==> src/rtl/wb_pkg.sv <==
// Shared writeback-stage types: alucode encodings for loads/stores, default widths
// and the held-entry payload struct.
package wb_pkg;

   localparam int XLEN_DEF   = 32;
   localparam int RIDX_W_DEF = 5;
   localparam int OPC_W_DEF  = 6;

   localparam logic [OPC_W_DEF-1:0] OPC_LB  = 6'h10;
   localparam logic [OPC_W_DEF-1:0] OPC_LH  = 6'h11;
   localparam logic [OPC_W_DEF-1:0] OPC_LW  = 6'h12;
   localparam logic [OPC_W_DEF-1:0] OPC_LBU = 6'h14;
   localparam logic [OPC_W_DEF-1:0] OPC_LHU = 6'h15;
   localparam logic [OPC_W_DEF-1:0] OPC_SB  = 6'h18;
   localparam logic [OPC_W_DEF-1:0] OPC_SH  = 6'h19;
   localparam logic [OPC_W_DEF-1:0] OPC_SW  = 6'h1A;

   typedef enum logic [1:0] {SZ_NONE, SZ_BYTE, SZ_HALF, SZ_WORD} acc_size_e;

   typedef struct packed {
      logic [XLEN_DEF-1:0]   pc_next;
      logic                  br_taken;
      logic                  reg_we;
      logic [RIDX_W_DEF-1:0] rd;
      logic [XLEN_DEF-1:0]   wdata;
   } wb_payload_t;

   function automatic acc_size_e access_size(input logic [OPC_W_DEF-1:0] opc);
      case (opc)
         OPC_LB, OPC_LBU, OPC_SB: return SZ_BYTE;
         OPC_LH, OPC_LHU, OPC_SH: return SZ_HALF;
         OPC_LW, OPC_SW:          return SZ_WORD;
         default:                 return SZ_NONE;
      endcase
   endfunction

endpackage

==> src/rtl/wb_stage_if.sv <==
// Bus bundle for wb_stage: upstream payload/handshake, downstream result/handshake,
// store path and decode bypass. master = surrounding pipeline, slave = wb_stage.
interface wb_stage_if
   import wb_pkg::*;
#(
   parameter int XLEN   = XLEN_DEF,
   parameter int RIDX_W = RIDX_W_DEF,
   parameter int OPC_W  = OPC_W_DEF
);
   logic              in_valid;
   logic              in_ready;
   logic [XLEN-1:0]   in_pc_next;
   logic              in_br_taken;
   logic              in_is_load;
   logic              in_is_store;
   logic              in_reg_we;
   logic [RIDX_W-1:0] in_rd;
   logic [OPC_W-1:0]  in_alucode;
   logic [XLEN-1:0]   in_alu_result;
   logic [XLEN-1:0]   in_rs2;
   logic [XLEN-1:0]   in_mem_rdata;
   logic              flush;

   logic              out_valid;
   logic              out_ready;
   logic [XLEN-1:0]   out_pc_next;
   logic              out_br_taken;
   logic              out_reg_we;
   logic [RIDX_W-1:0] out_rd;
   logic [XLEN-1:0]   out_wdata;

   logic [XLEN-1:0]   st_data;
   logic [3:0]        st_be;
   logic              st_en;
   logic              misaligned;

   logic              fwd_valid;
   logic [RIDX_W-1:0] fwd_rd;
   logic [XLEN-1:0]   fwd_data;

   modport master (
      output in_valid, in_pc_next, in_br_taken, in_is_load, in_is_store, in_reg_we,
             in_rd, in_alucode, in_alu_result, in_rs2, in_mem_rdata, flush, out_ready,
      input  in_ready, out_valid, out_pc_next, out_br_taken, out_reg_we, out_rd,
             out_wdata, st_data, st_be, st_en, misaligned, fwd_valid, fwd_rd, fwd_data
   );

   modport slave (
      input  in_valid, in_pc_next, in_br_taken, in_is_load, in_is_store, in_reg_we,
             in_rd, in_alucode, in_alu_result, in_rs2, in_mem_rdata, flush, out_ready,
      output in_ready, out_valid, out_pc_next, out_br_taken, out_reg_we, out_rd,
             out_wdata, st_data, st_be, st_en, misaligned, fwd_valid, fwd_rd, fwd_data
   );
endinterface

==> src/rtl/wb_stage_mem_align.sv <==
// mem_align: combinational byte/half lane extraction for loads, lane replication and
// byte enables for stores, and access alignment check.
module mem_align
   import wb_pkg::*;
#(
   parameter int XLEN  = XLEN_DEF,
   parameter int OPC_W = OPC_W_DEF
) (
   input  logic [OPC_W-1:0] alucode_i,
   input  logic             is_load_i,
   input  logic             is_store_i,
   input  logic [1:0]       addr_i,
   input  logic [XLEN-1:0]  rdata_i,
   input  logic [XLEN-1:0]  rs2_i,
   output logic [XLEN-1:0]  ld_data_o,
   output logic [XLEN-1:0]  st_data_o,
   output logic [3:0]       st_be_o,
   output logic             misaligned_o
);
   acc_size_e   sz;
   logic [7:0]  byte_v;
   logic [15:0] half_v;

   assign sz     = access_size(OPC_W_DEF'(alucode_i));
   assign byte_v = rdata_i[{addr_i, 3'b000} +: 8];
   assign half_v = rdata_i[{addr_i[1], 4'b0000} +: 16];

   always_comb begin
      ld_data_o = rdata_i;
      case (alucode_i)
         OPC_W'(OPC_LB):  ld_data_o = {{(XLEN-8){byte_v[7]}}, byte_v};
         OPC_W'(OPC_LBU): ld_data_o = {{(XLEN-8){1'b0}}, byte_v};
         OPC_W'(OPC_LH):  ld_data_o = {{(XLEN-16){half_v[15]}}, half_v};
         OPC_W'(OPC_LHU): ld_data_o = {{(XLEN-16){1'b0}}, half_v};
         default:         ld_data_o = rdata_i;
      endcase
   end

   always_comb begin
      st_data_o = rs2_i;
      st_be_o   = 4'b0000;
      case (sz)
         SZ_BYTE: st_data_o = {(XLEN/8){rs2_i[7:0]}};
         SZ_HALF: st_data_o = {(XLEN/16){rs2_i[15:0]}};
         default: st_data_o = rs2_i;
      endcase
      if (is_store_i) begin
         case (sz)
            SZ_BYTE: st_be_o = 4'b0001 << addr_i;
            SZ_HALF: st_be_o = 4'b0011 << {addr_i[1], 1'b0};
            SZ_WORD: st_be_o = 4'b1111;
            default: st_be_o = 4'b0000;
         endcase
      end
   end

   assign misaligned_o = (is_load_i || is_store_i) &&
                         ((sz == SZ_HALF && addr_i[0]) || (sz == SZ_WORD && addr_i != 2'b00));

endmodule

==> src/rtl/wb_stage.sv <==
// wb_stage: writeback pipeline register with load formatting, store lane prep and
// decode bypass. Define WB_STAGE_SKID_EN for a one-entry skid buffer with registered in_ready.
module wb_stage
   import wb_pkg::*;
#(
   parameter int XLEN   = XLEN_DEF,
   parameter int RIDX_W = RIDX_W_DEF,
   parameter int OPC_W  = OPC_W_DEF
) (
   input logic       clk,
   input logic       rst,
   wb_stage_if.slave bus
);
   logic [XLEN-1:0] ld_data;
   logic            mis_raw;
   logic            misaligned;
   logic            in_ready;
   logic            cap;
   wb_payload_t     pl_new;
   wb_payload_t     out_q, out_d;
   logic            out_vld_q, out_vld_d;
`ifdef WB_STAGE_SKID_EN
   wb_payload_t     skid_q, skid_d;
   logic            skid_vld_q, skid_vld_d;
`endif

   mem_align #(.XLEN(XLEN), .OPC_W(OPC_W)) u_mem_align (
      .alucode_i    (bus.in_alucode),
      .is_load_i    (bus.in_is_load),
      .is_store_i   (bus.in_is_store),
      .addr_i       (bus.in_alu_result[1:0]),
      .rdata_i      (bus.in_mem_rdata),
      .rs2_i        (bus.in_rs2),
      .ld_data_o    (ld_data),
      .st_data_o    (bus.st_data),
      .st_be_o      (bus.st_be),
      .misaligned_o (mis_raw)
   );

   assign misaligned = bus.in_valid && mis_raw;

`ifdef WB_STAGE_SKID_EN
   assign in_ready = !skid_vld_q;
`else
   assign in_ready = !out_vld_q || bus.out_ready;
`endif
   assign cap = bus.in_valid && in_ready && !bus.flush;

   // A misaligned load still flows down the pipe but must not write the register file.
   always_comb begin
      pl_new          = '0;
      pl_new.pc_next  = XLEN_DEF'(bus.in_pc_next);
      pl_new.br_taken = bus.in_br_taken;
      pl_new.reg_we   = bus.in_reg_we && !(bus.in_is_load && mis_raw);
      pl_new.rd       = RIDX_W_DEF'(bus.in_rd);
      pl_new.wdata    = XLEN_DEF'(bus.in_is_load ? ld_data : bus.in_alu_result);
   end

   always_comb begin
      out_vld_d = out_vld_q;
      out_d     = out_q;
`ifdef WB_STAGE_SKID_EN
      skid_vld_d = skid_vld_q;
      skid_d     = skid_q;
`endif
      if (bus.flush) begin
         out_vld_d = 1'b0;
`ifdef WB_STAGE_SKID_EN
         skid_vld_d = 1'b0;
`endif
      end else if (cap) begin
`ifdef WB_STAGE_SKID_EN
         if (!out_vld_q || bus.out_ready) begin
            out_vld_d = 1'b1;
            out_d     = pl_new;
         end else begin
            skid_vld_d = 1'b1;
            skid_d     = pl_new;
         end
`else
         out_vld_d = 1'b1;
         out_d     = pl_new;
`endif
      end else if (out_vld_q && bus.out_ready) begin
`ifdef WB_STAGE_SKID_EN
         if (skid_vld_q) begin
            out_d      = skid_q;
            skid_vld_d = 1'b0;
         end else begin
            out_vld_d = 1'b0;
         end
`else
         out_vld_d = 1'b0;
`endif
      end
   end

   always_ff @(posedge clk or negedge rst) begin
      if (!rst) begin
         out_vld_q <= 1'b0;
         out_q     <= '0;
`ifdef WB_STAGE_SKID_EN
         skid_vld_q <= 1'b0;
         skid_q     <= '0;
`endif
      end else begin
         out_vld_q <= out_vld_d;
         out_q     <= out_d;
`ifdef WB_STAGE_SKID_EN
         skid_vld_q <= skid_vld_d;
         skid_q     <= skid_d;
`endif
      end
   end

   assign bus.in_ready     = in_ready;
   assign bus.st_en        = cap && bus.in_is_store && !misaligned;
   assign bus.misaligned   = misaligned;

   assign bus.out_valid    = out_vld_q;
   assign bus.out_pc_next  = XLEN'(out_q.pc_next);
   assign bus.out_br_taken = out_vld_q && out_q.br_taken;
   assign bus.out_reg_we   = out_vld_q && out_q.reg_we && (out_q.rd != '0);
   assign bus.out_rd       = out_vld_q ? RIDX_W'(out_q.rd) : '0;
   assign bus.out_wdata    = XLEN'(out_q.wdata);

   assign bus.fwd_valid    = bus.out_reg_we;
   assign bus.fwd_rd       = bus.out_rd;
   assign bus.fwd_data     = bus.out_wdata;

endmodule

==> src/flat_wrapper.sv <==
// flat-port wrapper written by rule: the top's interface ports become plain ports
module wb_stage_flat import wb_pkg::*;
#(
   parameter int XLEN   = XLEN_DEF,
   parameter int RIDX_W = RIDX_W_DEF,
   parameter int OPC_W  = OPC_W_DEF
)
  (clk, rst, bus_in_valid, bus_in_pc_next, bus_in_br_taken, bus_in_is_load, bus_in_is_store, bus_in_reg_we, bus_in_rd, bus_in_alucode, bus_in_alu_result, bus_in_rs2, bus_in_mem_rdata, bus_flush, bus_out_ready, bus_in_ready, bus_out_valid, bus_out_pc_next, bus_out_br_taken, bus_out_reg_we, bus_out_rd, bus_out_wdata, bus_st_data, bus_st_be, bus_st_en, bus_misaligned, bus_fwd_valid, bus_fwd_rd, bus_fwd_data);
  wb_stage_if #(.XLEN(XLEN), .RIDX_W(RIDX_W), .OPC_W(OPC_W)) bus_i ();
  input logic clk;
  input logic rst;
  input wire logic [$bits(bus_i.in_valid)-1:0] bus_in_valid;
  input wire logic [$bits(bus_i.in_pc_next)-1:0] bus_in_pc_next;
  input wire logic [$bits(bus_i.in_br_taken)-1:0] bus_in_br_taken;
  input wire logic [$bits(bus_i.in_is_load)-1:0] bus_in_is_load;
  input wire logic [$bits(bus_i.in_is_store)-1:0] bus_in_is_store;
  input wire logic [$bits(bus_i.in_reg_we)-1:0] bus_in_reg_we;
  input wire logic [$bits(bus_i.in_rd)-1:0] bus_in_rd;
  input wire logic [$bits(bus_i.in_alucode)-1:0] bus_in_alucode;
  input wire logic [$bits(bus_i.in_alu_result)-1:0] bus_in_alu_result;
  input wire logic [$bits(bus_i.in_rs2)-1:0] bus_in_rs2;
  input wire logic [$bits(bus_i.in_mem_rdata)-1:0] bus_in_mem_rdata;
  input wire logic [$bits(bus_i.flush)-1:0] bus_flush;
  input wire logic [$bits(bus_i.out_ready)-1:0] bus_out_ready;
  output wire logic [$bits(bus_i.in_ready)-1:0] bus_in_ready;
  output wire logic [$bits(bus_i.out_valid)-1:0] bus_out_valid;
  output wire logic [$bits(bus_i.out_pc_next)-1:0] bus_out_pc_next;
  output wire logic [$bits(bus_i.out_br_taken)-1:0] bus_out_br_taken;
  output wire logic [$bits(bus_i.out_reg_we)-1:0] bus_out_reg_we;
  output wire logic [$bits(bus_i.out_rd)-1:0] bus_out_rd;
  output wire logic [$bits(bus_i.out_wdata)-1:0] bus_out_wdata;
  output wire logic [$bits(bus_i.st_data)-1:0] bus_st_data;
  output wire logic [$bits(bus_i.st_be)-1:0] bus_st_be;
  output wire logic [$bits(bus_i.st_en)-1:0] bus_st_en;
  output wire logic [$bits(bus_i.misaligned)-1:0] bus_misaligned;
  output wire logic [$bits(bus_i.fwd_valid)-1:0] bus_fwd_valid;
  output wire logic [$bits(bus_i.fwd_rd)-1:0] bus_fwd_rd;
  output wire logic [$bits(bus_i.fwd_data)-1:0] bus_fwd_data;
  assign bus_i.in_valid = bus_in_valid;
  assign bus_i.in_pc_next = bus_in_pc_next;
  assign bus_i.in_br_taken = bus_in_br_taken;
  assign bus_i.in_is_load = bus_in_is_load;
  assign bus_i.in_is_store = bus_in_is_store;
  assign bus_i.in_reg_we = bus_in_reg_we;
  assign bus_i.in_rd = bus_in_rd;
  assign bus_i.in_alucode = bus_in_alucode;
  assign bus_i.in_alu_result = bus_in_alu_result;
  assign bus_i.in_rs2 = bus_in_rs2;
  assign bus_i.in_mem_rdata = bus_in_mem_rdata;
  assign bus_i.flush = bus_flush;
  assign bus_i.out_ready = bus_out_ready;
  assign bus_in_ready = bus_i.in_ready;
  assign bus_out_valid = bus_i.out_valid;
  assign bus_out_pc_next = bus_i.out_pc_next;
  assign bus_out_br_taken = bus_i.out_br_taken;
  assign bus_out_reg_we = bus_i.out_reg_we;
  assign bus_out_rd = bus_i.out_rd;
  assign bus_out_wdata = bus_i.out_wdata;
  assign bus_st_data = bus_i.st_data;
  assign bus_st_be = bus_i.st_be;
  assign bus_st_en = bus_i.st_en;
  assign bus_misaligned = bus_i.misaligned;
  assign bus_fwd_valid = bus_i.fwd_valid;
  assign bus_fwd_rd = bus_i.fwd_rd;
  assign bus_fwd_data = bus_i.fwd_data;
  wb_stage #(.XLEN(XLEN), .RIDX_W(RIDX_W), .OPC_W(OPC_W)) u_core (.clk(clk), .rst(rst), .bus(bus_i));
endmodule
==> config.mk <==
export PLATFORM = sky130hd
export DESIGN_NAME = wb_stage_flat
export DESIGN_NICKNAME = d
export VERILOG_FILES = /design/src/rtl/wb_pkg.sv /design/src/rtl/wb_stage_if.sv /design/src/rtl/wb_stage_mem_align.sv /design/src/rtl/wb_stage.sv /design/src/flat_wrapper.sv
export SDC_FILE = /design/constraint.sdc
export NUM_CORES = 1
export LEC_CHECK = 0
export BUFFER_PORTS_ARGS = -buffer_cell sky130_fd_sc_hd__clkbuf_2
export CORE_AREA = 2 2 114 116
export CTS_CLUSTER_DIAMETER = 100
export DETAILED_ROUTE_END_ITERATION = 8
export DIE_AREA = 0 0 116 118
export GPL_TIMING_DRIVEN = 0
export PLACE_DENSITY = 0.86
export SYNTH_ARGS = -nofsm -noshare
export SYNTH_HDL_FRONTEND = slang
export SYNTH_SLANG_ARGS = --single-unit
==> constraint.sdc <==
create_clock -name clk -period 3.12 [get_ports clk]
set_clock_uncertainty 0.05 [all_clocks]
set_input_delay 0.156 -clock clk [delete_from_list [all_inputs] [get_ports clk]]
set_output_delay 0.156 -clock clk [all_outputs]
set_load 0.02 [all_outputs]
==> results.ini <==
[cells_and_area]
final_cell_mix=clkbuf_2, nand2_1, buf_4, dfrtp_1, o21ai_0
multi_input_area_sq_mm=0.00226
n_antenna_cell=0
seq_area_sq_mm=0.00180
final_common_cell=clkbuf_2
nets=1136
drive_gt1_share_pct=47.5
postLayoutCoreUtil_pct=61.5
area.growth.synth_to_final_pct=47.2
fillers=1123

[placed_design]
dpl.hpwl_um=14000
portBuffers=293
pre_cts_slack_ns=-0.0663
gp_congestion=0.967

[power_and_ir_drop]
power.leakage_nw=4.19
p_seq_share_pct=31.2
power_density_mw_per_mm2=501
cell_internal_pwr_mw=2.54
power_mw=3.83
p_switching_mw=1.29
swShare_pct=33.7
ir_worst_vdd_uv=276
pwr-share-comb_pct=37.5
clockPowerShare_pct=31.3

[logic_synthesis]
synth_area_per_cell_sq_um=8.12
synth.cell_area_sq_mm=0.00519
netlist_instances=639
synth_top_cell_by_area=dfrtp_1
ys_top_cells_by_area=dfrtp_1, buf_4, nand2_1
yosys_warnings=0
synth-edff-count=0
synth_flop_cell=dfrtp_1
ys_seq_area_share_pct=34.7
synth_seq_cells=72
async_flop_share_pct=100
synth_cell_types=48
synth_nets=793
synth_top_area_share_pct=34.7

[timing]
period_share_pct=90.3
hold_violations=0
final.setup.tns_ns=0
slew_headroom_pct=51.2
fin_ws_ns=0.303
setup_violations=0
rsz0062_at_grt=no
maxSlewViolCount=0
max_freq_mhz=355
min_period_ns=2.82
tightestPinTransition_ns=0.728

[worst_hold_path]
worstHoldEndpoint=u_core.bus.fwd_data[13]$_DFFE_PN0P_
min_path_type=in -> reg
holdPathStages=3
min_from=bus_in_alu_result[13]

[route]
detail_route.first_pass.iterations=8
via_per_inst=5.06
via_count=5857
wire_per_inst_um=15.9
drtIter0Drc=451
wl_um=18400
remaining_drc_errors=0
postRouteAntennaNets=0

[setup_path]
r2r-start=u_core.bus.out_valid$_DFFE_PN0P_
path_max_fanout=10
r2r_end=u_core.bus.fwd_data[17]$_DFFE_PN0P_
cp_common_cell=clkbuf_2
worst_ep_arrival_time_ns=2.61
path_class=in -> out
slowest_stage=or3b_2
ff2ff_setup_slack_ns=0.89
critPathLaunchType=input port
critPathMaxStageDelay_ns=0.47
critical_path.cell_chain=clkbuf_2 > inv_1 > ha_2 > clkbuf_4 > nand2_1 > nor2_1 > a21oi_1 > or3b_2 > ha_1 > clkbuf_1 > o21ai_0 > clkbuf_2
reg2regPathDepth=5
cp.required_ns=2.91
endpoint_kind=output pin

[cts]
worstSkewPairLatency_ns=0.33
clockBufferDepth=2
root_buffer=clkbuf_16
tritoncts=done
htree_levels=3
clock_sinks=72
numCtsBuffers=9
clk_pin_slew_ns=0.06

[run]
maxCapViolCount=0

[floorplan]
core.rowCount=41
io_pins=297
die_w_um=116
coreArea_sq_mm=0.0124
initial_core_util_pct=41.8
die_h_um=118
design.die.area_sq_mm=0.0137

[global_routing]
grt_pass1_vias=5652
grt_remaining_overflow=0
grt_pass1_wl_um=28000
antenna_found_initial=0
grt.total_usage_pct=26.1
grt_max_degree=38

[outcome]
status=complete, no violations

-- synthesized netlist by cell type, types with 8 or more instances --
library cell and n:
a22oi_1 8, nor2_1 19, o21ai_1 12, a221oi_1 17, dfrtp_1 72, clkbuf_1 27, mux2_2 16, o21ai_0 71
inv_1 9, buf_4 111, nand2_1 176, a22o_1 8
-- how the worst max path moves through the flow --
stage,endpoint,startpoint,cells after the start,slack [ns]
detailed placement,bus_st_data[9],bus_in_alucode[1],13,-0.07
global placement,bus_st_data[9],bus_in_alucode[1],13,-0.05
global route,bus_st_data[16],bus_in_alucode[1],13,0.02
CTS,bus_st_data[9],bus_in_alucode[1],13,0.06
finish,bus_st_data[23],bus_in_alucode[1],12,0.30
floorplan,bus_st_en,bus_in_alucode[1],12,0.32
-- layout make-up --
| type | instances | share of cell area [%] |
|---|---|---|
| plain buffers | 152 | 14.3 |
| clock buffers | 10 | 3.13 |
| clock inverters | 5 | 1.36 |
| inverters | 9 | 0.442 |
| multi-input cells | 404 | 29.6 |
| flip-flops and latches | 72 | 23.6 |
| well taps | 172 | 2.82 |
| repair buffers | 334 | 24.7 |
-- critical path, delay by kind of cell --
kind                       cells  cell delay, ns
buffers and inverters          5            0.94
AOI/OAI and AO/OA              2            0.25
and+or+nand+nor                3            0.62
adders and majority gates      2            0.63
-- power by group through the flow --
stage | combinational [mW] | clock [mW] | sequential [mW]
after floorplan | 0.939 | 0 | 1.17
after global placement | 1.36 | 0 | 1.20
after detailed placement | 1.38 | 0 | 1.21
after CTS | 1.43 | 1.21 | 1.19
after global routing | 1.55 | 1.26 | 1.21
final | 1.44 | 1.20 | 1.20
-- cell families after synthesis --
logic type | count (synthesis) | share of synthesized area (%)
AO/OA/AOI/OAI | 151 | 19.0
adder cells (fa/ha/maj) | 6 | 1.45
flip-flops | 72 | 34.7
AND/OR/NAND/NOR | 228 | 18.8
multiplexers | 19 | 4.29
buffers and inverters | 163 | 21.7
-- layer usage --
| layer | vias up | track usage (%) | routed length, um |
|---|---|---|---|
| met5 | - | 0 | 0 |
| met4 | 0 | 10.7 | 643 |
| met3 | 52 | 5.77 | 1580 |
| met2 | 328 | 46.5 | 9330 |
| met1 | 2718 | 29.8 | 6830 |
| li1 | 2759 | - | - |
-- sequential cells by signal (all words and copies together), names as in the netlist --
register and cells:
u_core.bus.fwd_data 32, u_core.bus.out_pc_next 32, u_core.out_q 7, u_core.bus.out_valid 1
-- repair_timing --
| action | 4_1_cts | 5_1_grt |
|---|---|---|
| endpoints found under the hold margin | 75 | 0 |
| setup buffers | 0 | 0 |
| resized for setup | 1 | 9 |
| endpoints found under the setup margin | 20 | 28 |
| hold buffers | 40 | 0 |
-- through the flow --
stage               instance area, sq um  std cells  hold slack [ns]
finish                              7640       1158           0.0475
CTS                                 7640       1160           0.0418
global placement                    6870       1104            0.298
global route                        7640       1158           0.0556
floorplan                           5190        639           -0.190
detailed placement                  6890       1105            0.146
Power figures use the tool's default switching activity.
